[src/rtl/mct_scheduler.sv]
// Memory-cycle scheduler: at each T12 boundary picks the next MCT type
// (instruction, counter increment, interrupt entry or monitor halt).
module mct_scheduler #(
  parameter int NCNT     = 8,
  parameter int SELW     = 3,
  parameter int MAXBURST = 4
) (
  input  logic            clock,
  input  logic            rst,
  input  logic            t12,
  input  logic            gojam,
  input  logic [NCNT-1:0] cntreq,
  input  logic            intreq,
  input  logic            inhint,
  input  logic            extend,
  input  logic            mstp,
  input  logic            mstrtp,
  output logic            cyc_inst,
  output logic            cyc_pinc,
  output logic            cyc_rupt,
  output logic            cyc_stop,
  output logic [SELW-1:0] cntsel,
  output logic [NCNT-1:0] cntack,
  output logic            ruptack,
  output logic            stopped
);

  // state   | meaning
  // ST_INST | normal instruction MCT
  // ST_PINC | counter-increment MCT for line cntsel
  // ST_RUPT | interrupt-entry MCT
  // ST_HALT | monitor halt, MCT unused

  typedef enum logic [1:0] {ST_INST, ST_PINC, ST_RUPT, ST_HALT} state_t;

  localparam logic [3:0] MAXB = 4'(MAXBURST);

  state_t          state_q, state_d;
  state_t          arb_st, t12_st;
  logic [3:0]      burst_q, burst_d;
  logic [SELW-1:0] cntsel_q, cntsel_d;
  logic [NCNT-1:0] cntack_q, cntack_d;
  logic            ruptack_q, ruptack_d;
  logic            step_pend_q, step_pend_d;

  logic [NCNT-1:0] served;
  logic [NCNT-1:0] masked;
  logic [SELW-1:0] low_idx;
  logic            rupt_ok;
  logic            halt_hold;

  always_ff @(posedge clock or negedge rst) begin
    if (!rst) begin
      state_q     <= ST_INST;
      burst_q     <= '0;
      cntsel_q    <= '0;
      cntack_q    <= '0;
      ruptack_q   <= 1'b0;
      step_pend_q <= 1'b0;
    end else begin
      state_q     <= state_d;
      burst_q     <= burst_d;
      cntsel_q    <= cntsel_d;
      cntack_q    <= cntack_d;
      ruptack_q   <= ruptack_d;
      step_pend_q <= step_pend_d;
    end
  end

  // The line being acked at this edge is excluded so it is never re-selected.
  always_comb begin
    served = '0;
    if (state_q == ST_PINC) served[cntsel_q] = 1'b1;
    masked = cntreq & ~served;
    low_idx = '0;
    for (int i = NCNT - 1; i >= 0; i--) begin
      if (masked[i]) low_idx = SELW'(i);
    end
  end

  always_comb begin
    rupt_ok   = intreq && !inhint && !extend && (state_q != ST_RUPT);
    halt_hold = mstp && !((state_q == ST_HALT) && step_pend_q);

    if ((masked != '0) && (burst_q < MAXB)) arb_st = ST_PINC;
    else if (rupt_ok)                        arb_st = ST_RUPT;
    else                                     arb_st = ST_INST;

    t12_st = halt_hold ? ST_HALT : arb_st;
  end

  always_comb begin
    state_d     = state_q;
    burst_d     = burst_q;
    cntsel_d    = cntsel_q;
    cntack_d    = '0;
    ruptack_d   = 1'b0;
    step_pend_d = step_pend_q;

    if (gojam) begin
      state_d     = ST_INST;
      burst_d     = '0;
      step_pend_d = 1'b0;
    end else begin
      if (t12) begin
        cntack_d  = served;
        ruptack_d = (state_q == ST_RUPT);
        state_d   = t12_st;
        if (t12_st == ST_PINC) begin
          cntsel_d = low_idx;
          burst_d  = (burst_q == MAXB) ? burst_q : 4'(burst_q + 4'd1);
        end else begin
          burst_d = '0;
        end
        if ((state_q == ST_HALT) && (t12_st != ST_HALT)) step_pend_d = 1'b0;
      end
      // A new step request at the exit edge is kept for the next halt.
      if (mstrtp) step_pend_d = 1'b1;
    end
  end

  assign cyc_inst = (state_q == ST_INST);
  assign cyc_pinc = (state_q == ST_PINC);
  assign cyc_rupt = (state_q == ST_RUPT);
  assign cyc_stop = (state_q == ST_HALT);
  assign stopped  = cyc_stop;
  assign cntsel   = cntsel_q;
  assign cntack   = cntack_q;
  assign ruptack  = ruptack_q;

endmodule

[config.mk]
export PLATFORM = sky130hd
export DESIGN_NAME = mct_scheduler
export DESIGN_NICKNAME = d
export VERILOG_FILES = /design/src/rtl/mct_scheduler.sv
export SDC_FILE = /design/constraint.sdc
export NUM_CORES = 1
export LEC_CHECK = 0
export CAP_MARGIN = 20
export CORE_MARGIN = 2
export CORE_UTILIZATION = 42
export DETAILED_ROUTE_END_ITERATION = 8
export PLACE_DENSITY = 0.82
export SETUP_SLACK_MARGIN = 0.3
export SLEW_MARGIN = 20
export SYNTH_ARGS = -nofsm -noshare
export SYNTH_HDL_FRONTEND = slang
export SYNTH_SLANG_ARGS = --single-unit
export TNS_END_PERCENT = 50
[constraint.sdc]
create_clock -name clock -period 1.8 [get_ports clock]
set_input_delay 0.18 -clock clock [delete_from_list [all_inputs] [get_ports clock]]
set_output_delay 0.18 -clock clock [all_outputs]
set_load 0.03 [all_outputs]
==> results of run 1 <==
kinds of logic after synthesis:
| group | after synthesis |
|---|---|
| buffers and inverters | 13 |
| AND/OR/NAND/NOR | 51 |
| flip-flops | 19 |
| multiplexers | 3 |
| AO/OA/AOI/OAI | 26 |
| adder cells (fa/ha/maj) | 2 |
final timing paths:
path / startpoint / to / depth (start not counted)
max in group asynchronous: rst / cntsel[0] / 2
max: state_q[1] / burst_q[2] / 7
max reg2reg: state_q[1] / burst_q[2] / 7
min: rst / cntsel[1] / 2
min reg2reg: burst_q[3] / burst_q[3] / 1
min in group clock: mstrtp / step_pend_q / 3
power groups by stage:
stage / sequential, mW / combinational (mW) / clock (mW)
2_1_floorplan: 0.518 / 0.206 / 0
5_1_grt: 0.513 / 0.467 / 0.247
6_report: 0.506 / 0.439 / 0.221
3_3_place_gp: 0.515 / 0.376 / 0
4_1_cts: 0.505 / 0.422 / 0.227
3_5_place_dp: 0.515 / 0.385 / 0
sequential cells by signal, indices dropped and copies added, names as in the netlist:
signal and cells:
burst_q 4, ruptack 1, step_pend_q 1, cntsel 3, cntack 8, state_q 2
routing by layer:
metal | up-vias | part of all wire | GRT usage
met3 | 8 | 0.061 | 0.05069
li1 | 525 | - | -
met5 | - | 0 | 0
met2 | 49 | 0.52 | 0.3714
met4 | 0 | 0.016 | 0.05782
met1 | 547 | 0.40 | 0.2536
metrics by stage:
step / setup TNS (ns) / cells
floorplan: -0.2146 / 114
global placement: 0 / 186
detailed placement: -0.1070 / 186
CTS: -0.09631 / 196
global route: -0.6225 / 199
finish: -0.2396 / 199
placed cells by master, fill, tap and decap left out, drive strengths merged, types with 6 or more instances in the layout:
master	netlist	final
nand2	8	8
nand2b	6	6
o21ai	7	7
dfrtp	19	19
clkdlybuf4s50	0	16
nor2	10	10
nor3	6	6
buf	6	32
cells in the mapped netlist, drive strengths merged:
master   number
o31a          2
o21ai         7
o311ai        1
o2111ai       1
or3           1
nand3b        3
buf           6
and4b         1
a21oi         2
mux2          2
o31ai         3
o21a          1
nor2         10
nor2b         2
nand2         8
nand4b        1
nand4         1
nand2b        6
o211ai        2
a21boi        1
o32ai         1
a31oi         1
nor4          3
mux2i         1
ha            2
and2          2
a311oi        2
nor3          6
o21bai        1
clkbuf        2
o41ai         1
nand3         5
dfrtp        19
inv           5
nor4b         1
and3          1
final cells by class:
type | count | area share
Clock inverter | 1 | 0.002762
Timing Repair Buffer | 59 | 0.3066
Clock buffer | 3 | 0.01243
Tap cell | 30 | 0.02072
Multi-Input combinational cell | 82 | 0.3805
Sequential cell | 19 | 0.2652
Inverter | 5 | 0.01174
repair_timing:
action | in CTS | in global routing
pin swaps | 9 | 6
setup endpoints to repair | 20 | 20
gates resized for setup | 57 | 11
cloned | 0 | 0
setup buffers | 6 | 3
==> results.md, run 1 <==
- Design area: 1812 µm²
- Post-Synth Simple-Gate Area: 0.2601
- Max stage delay on crit path: 0.43 ns
- Post-DRT Antenna Nets: 0
- Vias in the first global route: 1,157
- Final Slew Violations: 0
- Final-stage net count: 189
- Chip width: 56.33 µm
- Row Count: 18
- Ports: 34
- Status: complete, but fails checks
- PortBufs: 33
- Via density: 5.673
- Flops & latches, synth: 19
- Slew headroom: 0.7551
- NetSw: 0.4194 mW
- Clock skew: 0.009643 ns
- Largest net degree at the start of global routing: 20
- Final wirelength: roughly 3300 µm
- Sequential share of power: 0.434
- CP top delay family: compound AO/OA/AOI/OAI gates
- Clock power frac: 0.190
- Synth cell types: between 40 and 50
- Clock latency on the worst-skew pair: 0.31 ns
- Compound-Gate Fraction of Synth Area: 0.2122
- Sequential share of the synthesized area: 0.4135
- RSZ-0062 raised after global routing: yes
- Detailed router's first-iteration violation count: 26
- Syn_area_per_cell: between 10 and 15 µm²
- Critical path buffers and inverters: 2
- Final setup viols: 6
- GP Congestion: 0.7687
- # H-tree levels: 1
- Global-route wire length before repair: 5250 µm
- DIE AREA: 3173 µm²
- Max Root-Sink Buffers: 2
- Synth area leaders: dfrtp_1 41%, nor2_1 3.3%, o31ai_2 3.3%
- Worst-path maximum fanout: 4
- Syn Inst Count: 114
- Routed len/inst: 16.57 µm
- Register Area: about 480 µm²
- Combinational power share: 0.376
- Dpl ws: -0.02856 ns
- Placed Area: 1652 µm²
- Hold crit path type: primary input to asynchronous set/reset pin
- Area grow syn2layout: 57.56%
- F_max: roughly 0.54 GHz
- Drt drc: 0
- Starting density of the core: 0.4518
- Yosys warns: 0
- Num CTS Buffers: 3
- Core Region: ~2500 µm²
- Pint: 0.7470 mW
- Power per cell area: roughly 640 nW/µm²
- Net Sw Frac: 0.3595
- CTS tree: built
- Antenna fix cells: 0
- Reg2Reg Setup Slack: -0.06 ns
- Post-Synth XOR/XNOR Area: 0
- Hold Vio Cnt, Final: 0
- Final HPWL from detailed placement: approximately 2200 µm
- Antenna violations before repair: 0
- Final worst slack: -0.05903 ns
- Max-cap violations: 0
- Fin crit share: 1.033
- Req. time, crit path: 1.99 ns
- Die Y: between 50 and 60 µm
- Yosys top cell by area: dfrtp_1
- Multi-input logic area: between 600 and 700 µm²
- CP Class: flop to flop
- Clock sink count: 19
- Clock-pin slew on the worst setup and hold paths: around 0.12 ns
- Largest family of logic cells by synthesized area: simple AND/OR/NAND/NOR gates
- Slowest stage cell on the critical path: dfrtp_1
- Tmin final: ~1.9 ns
- Setup crit end kind: flop
- Fin util: 0.7119
- Worst slew pin tran: 0.3664 ns
- Adder-Cell Fraction of Synth Area: 0.02176
- Startpoint Class: flop
- Tot Pwr: between 1 and 1.5 mW
- Worst EP arrival: 2.05 ns
- Multiplexer area fraction after synthesis: 0.03156
- Clk Tree Root Cell: clkbuf_4
- Crit path cell chain: buf_6 > nand4b_1 > nor3_2 > o311ai_4 > buf_4 > o211ai_1 > o21ai_1
- Gr ovfl total: 0
- Drt pass-1 iters: 4
- DR vias: between 1,000 and 1,500
- Pleak: a little under 0.9 nW
- Mapped Area: about 1100 µm²
- Share of layout cells above drive strength 1: 0.3728
- All-layer global routing usage: 0.2102
- Hold slack: around 0.19 ns
- Fill cell count: 192
- Failing checks: negative setup slack
- Maximum vdd drop: 0.0006372 V
- Synth top area share: 0.4135
- Cts hold-fix bufs: 0
- Syn Nets: 133
No activity file was read; power rests on OpenSTA's default activity.
==> run 2, diff against run 1 <==
GPL_ROUTABILITY_DRIVEN = 0   (was unset)
PLACE_DENSITY = 0.75   (was 0.82)
==> results.md, run 2 (synthesis gave the netlist of run 1 again) <==
- Final worst slack: -0.06395 ns
- Crit path cell chain: buf_4 > o41ai_4 > nand4_4 > o21bai_4 > mux2_4
- Detailed router's first-iteration violation count: 35
- Share of layout cells above drive strength 1: 0.4167
- Tmin final: 1.864 ns
- Max-cap violations: 0
- Worst slew pin tran: about 0.36 ns
- Gr ovfl total: 0
- Reg-to-Reg End: cntsel[1]
- Fin util: 0.7473
- Worst r2r src: cntsel[2]
- Worst reg2reg path depth: 5
- Via density: 5.486
- Clock skew: around 0.01 ns
- Final wirelength: 3346 µm
- Pleak: 0.9410 nW
- DR vias: 1,152
- Status: complete, but fails checks
- Global-route wire length before repair: 5009 µm
- Final setup viols: 5
- Tot Pwr: 1.239 mW
- Clk Tree Root Cell: clkbuf_4
- Maximum vdd drop: 0.0006306 V
- PortBufs: 33
- Final-stage net count: 200
- Hold slack: 0.1892 ns
- RSZ-0062 raised after global routing: yes
- Routed len/inst: ~16 µm
- Req. time, crit path: 2.00 ns
- DIE AREA: 3173 µm²
- Drt pass-1 iters: 5
- Finished Layout Cells: 210
- Vias in the first global route: 1,099
- CP Class: flop to flop
- Hold Vio Cnt, Final: 0
- Ports: 34
- Slowest stage cell on the critical path: dfrtp_2
- Reg2Reg Setup Slack: -0.06 ns
- Chip width: 56.33 µm
- Setup crit end kind: flop
- Max Root-Sink Buffers: 2
- Clock latency on the worst-skew pair: 0.31 ns
- Final HPWL from detailed placement: 2221 µm
- Cts hold-fix bufs: 0
- Row Count: 18
- Worst-path maximum fanout: 7
- # H-tree levels: 1
- DP Cell Count: 189
- Fin crit share: 1.036
- F_max: roughly 0.54 GHz
- CTS tree: built
- Failing checks: negative setup slack
- Worst EP arrival: 2.06 ns
- All-layer global routing usage: 0.1949
- Max stage delay on crit path: just under 0.5 ns
- Largest register FFs: 8
- Fill cell count: about 180
- Final Slew Violations: 0
- Startpoint Class: flop
- Power per cell area: around 650 nW/µm²
- Area grow syn2layout: 65.40%
- Antenna violations before repair: 0
- Crit. Startpoint: cntsel[2]
- Slew headroom: 0.7562
- Drt drc: 0
- Die Y: 56.33 µm
- Most frequent cells in the layout: 34 x buf_4, 16 x clkdlybuf4s50_1, 15 x dfrtp_1, 10 x nor2_1, 9 x buf_6
- Clock-pin slew on the worst setup and hold paths: around 0.12 ns
- Leading cell type in the layout, fill and taps excluded: buf_4
- Antenna fix cells: 0
- Num CTS Buffers: 3
- Core Region: between 2000 and 3000 µm²
- Clock sink count: 19
- Worst setup path endpoint: cntsel[1]
- Hold crit path type: primary input to asynchronous set/reset pin
- Post-DRT Antenna Nets: 0
- Starting density of the core: 0.4518
- Largest net degree at the start of global routing: 20
[run 2: worst min path at each step]
stage            endpoint  slack (ns)  depth (start not counted)
2_1_floorplan  burst_q[0]       -0.12                          0
3_3_place_gp   burst_q[2]        0.47                          2
3_5_place_dp   burst_q[3]        0.49                          1
4_1_cts        burst_q[2]        0.20                          2
5_1_grt        burst_q[1]        0.21                          2
6_report       burst_q[2]        0.19                          2
[run 2: what timing repair did]
| action | in CTS | in global routing |
|---|---|---|
| setup endpoints to repair | 20 | 21 |
| buffers inserted | 5 | 12 |
| resized for setup | 54 | 20 |
| pin swaps | 3 | 6 |
[run 2: final cells by class]
type	count	area, µm²	share of cell area
Clock buffer	3	22.52	0.01184
Clock inverter	1	5.005	0.002632
Inverter	5	21.27	0.01118
Multi-Input combinational cell	82	704.4	0.3704
Sequential cell	19	480.5	0.2526
Tap cell	30	37.54	0.01974
Timing Repair Buffer	70	630.6	0.3316
[run 2: critical path: cells and delay by family, from the launching register on]
family / cells / cell delay, ns
simple gates: 1 / 0.18
flops: 1 / 0.49
buf+inv: 1 / 0.16
mux: 1 / 0.31
compound gates: 2 / 0.61
[run 2: power by group]
group | internal, mW | leakage, nW | switching [mW]
logic | 0.261 | 0.671 | 0.265
registers | 0.451 | 0.252 | 0.0334
clock network | 0.0831 | 0.0177 | 0.145
[run 2: routing by layer]
metal / GRT usage / wire [µm]
met3: 0.04839 / 220
met5: 0 / 0
met2: 0.3345 / 1700
met1: 0.2525 / 1355
met4: 0.03061 / 69
[run 2: per-stage QoR]
| stage | setup TNS, ns | setup slack [ns] | cell area [µm²] |
|---|---|---|---|
| final | -0.1881 | -0.06395 | 1902 |
| after global routing | -0.6495 | -0.1252 | 1902 |
| after CTS | -0.02383 | -0.01914 | 1758 |
| after detailed placement | -0.1830 | -0.05486 | 1674 |
| after global placement | -0.001281 | -0.001281 | 1674 |
| after floorplan | -0.2146 | -0.1073 | 1207 |
==> run 3, diff against run 2 <==
CTS_CLUSTER_SIZE = 28   (was unset)
SKIP_CTS_REPAIR_TIMING = 1   (was unset)
==> results.md, run 3 (synthesis gave the netlist of run 1 again) <==
- Fin crit share: 1.039
- Worst slew pin tran: 0.3692 ns
- Drt pass-1 iters: 4
- Maximum vdd drop: 0.0005653 V
- Final wirelength: a little over 3000 µm
- Share of layout cells above drive strength 1: 0.3728
- Pleak: 0.9727 nW
- Failing checks: negative setup slack
- PortBufs: 33
- F_max: 0.5344 GHz
- # H-tree levels: 1
- Setup crit end kind: flop
- Largest register FFs: 8
- Worst EP arrival: 2.07 ns
- Clock sink count: 19
- Max Root-Sink Buffers: 2
- Largest net degree at the start of global routing: 20
- Final Slew Violations: 0
- Register Area: between 400 and 500 µm²
- Antenna fix cells: 0
- Max-cap violations: 0
- Req. time, crit path: 2.00 ns
- Combinational power share: 0.395
- Most frequent cells in the layout: 24 x buf_4, 16 x clkdlybuf4s50_1, 14 x dfrtp_1, 11 x dlymetal6s2s_1, 9 x nor2_1
- Starting density of the core: 0.4518
- Clock skew: 0.009707 ns
- Final setup viols: 3
- Global-route wire length before repair: about 4800 µm
- Status: complete, but fails checks
- Leading cell type in the layout, fill and taps excluded: buf_4
- RSZ-0062 raised after global routing: yes
- Multi-input logic area: 711.9 µm²
- Final-stage net count: 189
- DIE AREA: 3173 µm²
- Post-DRT Antenna Nets: 0
- Clk Tree Root Cell: clkbuf_4
- Worst-path maximum fanout: 6
- Pint: ~0.76 mW
- Hold slack: 0.1914 ns
- Hold Vio Cnt, Final: 0
- Vias in the first global route: 1,047
- Final HPWL from detailed placement: 2221 µm
- Sequential share of power: 0.413
- Hold crit path type: primary input to asynchronous set/reset pin
- Area grow syn2layout: 59.96%
- Power per cell area: 642.8 nW/µm²
- Clock power frac: 0.192
- Clock latency on the worst-skew pair: 0.31 ns
- Row Count: 18
- Fill cell count: 189
- CP Class: flop to flop
- Gr ovfl total: 0
- CTS tree: built
- Design area: 1839 µm²
- Detailed router's first-iteration violation count: 18
- Clock-pin slew on the worst setup and hold paths: around 0.12 ns
- Die Y: 56.33 µm
- Via density: 5.528
- Num CTS Buffers: 3
- Chip width: approximately 56 µm
- Net Sw Frac: 0.3591
- Final worst slack: -0.07109 ns
- Tmin final: around 1.9 ns
- Placed Area: between 1500 and 2000 µm²
- Slew headroom: 0.7533
- Core Region: 2545 µm²
- Ports: 34
- NetSw: 0.4246 mW
- Antenna violations before repair: 0
- Routed len/inst: around 16 µm
- Startpoint Class: flop
- Drt drc: 0
- All-layer global routing usage: 0.1852
- DR vias: 1,100
[run 3: changes by cell type in the layout (fill, tap and decap cells not counted), moves of 2 or more]
cell / before / now
buf_6: 9 / 7
dlymetal6s2s_1: 5 / 11
buf_4: 34 / 24
dlygate4sd2_1: 4 / 0
[run 3: final timing paths]
check / startpoint / endpoint / slack (ns) / cells after the start
worst max-delay path: state_q[1] / cntsel[1] / -0.07 / 6
worst min-delay path: rst / burst_q[2] / 0.19 / 2
worst max register to register: state_q[1] / cntsel[1] / -0.07 / 6
worst min register to register: burst_q[3] / burst_q[3] / 0.51 / 1
max in group asynchronous: rst / cntsel[1] / 1.39 / 2
min in group clock: mstrtp / step_pend_q / 0.44 / 3
[run 3: stage by stage]
stage | TNS, ns | utilization | setup WS, ns | total power, mW | instances
global route | -0.6227 | 0.7227 | -0.1265 | 1.238 | 199
finish | -0.1465 | 0.7227 | -0.07109 | 1.182 | 199
floorplan | -0.2146 | - | -0.1073 | 0.7234 | 114
global placement | -0.001281 | 0.6578 | -0.001281 | 0.9050 | 189
detailed placement | -0.1830 | 0.6578 | -0.05486 | 0.9129 | 189
CTS | -1.509 | 0.6686 | -0.2463 | 1.136 | 193
[run 3: cell type report]
type / count / area share
clock inverter: 1 / 0.002721
timing repair buffer: 59 / 0.3054
multi-input combinational: 82 / 0.3871
sequential: 19 / 0.2619
inverter: 5 / 0.01020
tap: 30 / 0.02041
clock buffer: 3 / 0.01224
[run 3: critical path, cell delays in order, from the launching register on]
cell and delay [ns]:
dfrtp_2 0.46, nand2b_4 0.18, buf_6 0.14, o31ai_4 0.24, nand4_4 0.17, o21bai_4 0.24, mux2_4 0.32
[run 3: power groups by stage]
| stage | Combinational (mW) | Sequential, mW | Clock (mW) |
|---|---|---|---|
| after detailed placement | 0.414 | 0.499 | 0 |
| after floorplan | 0.206 | 0.518 | 0 |
| after CTS | 0.415 | 0.490 | 0.230 |
| after global placement | 0.407 | 0.498 | 0 |
| final | 0.467 | 0.488 | 0.227 |
| after global routing | 0.498 | 0.493 | 0.247 |
[run 3: routing by layer]
layer,global-route usage,part of all wire,up-vias
met1,0.2424,0.41,527
met4,0.03061,0.013,0
met5,0,0,-
met2,0.3160,0.52,43
li1,-,-,524
met3,0.04378,0.063,6
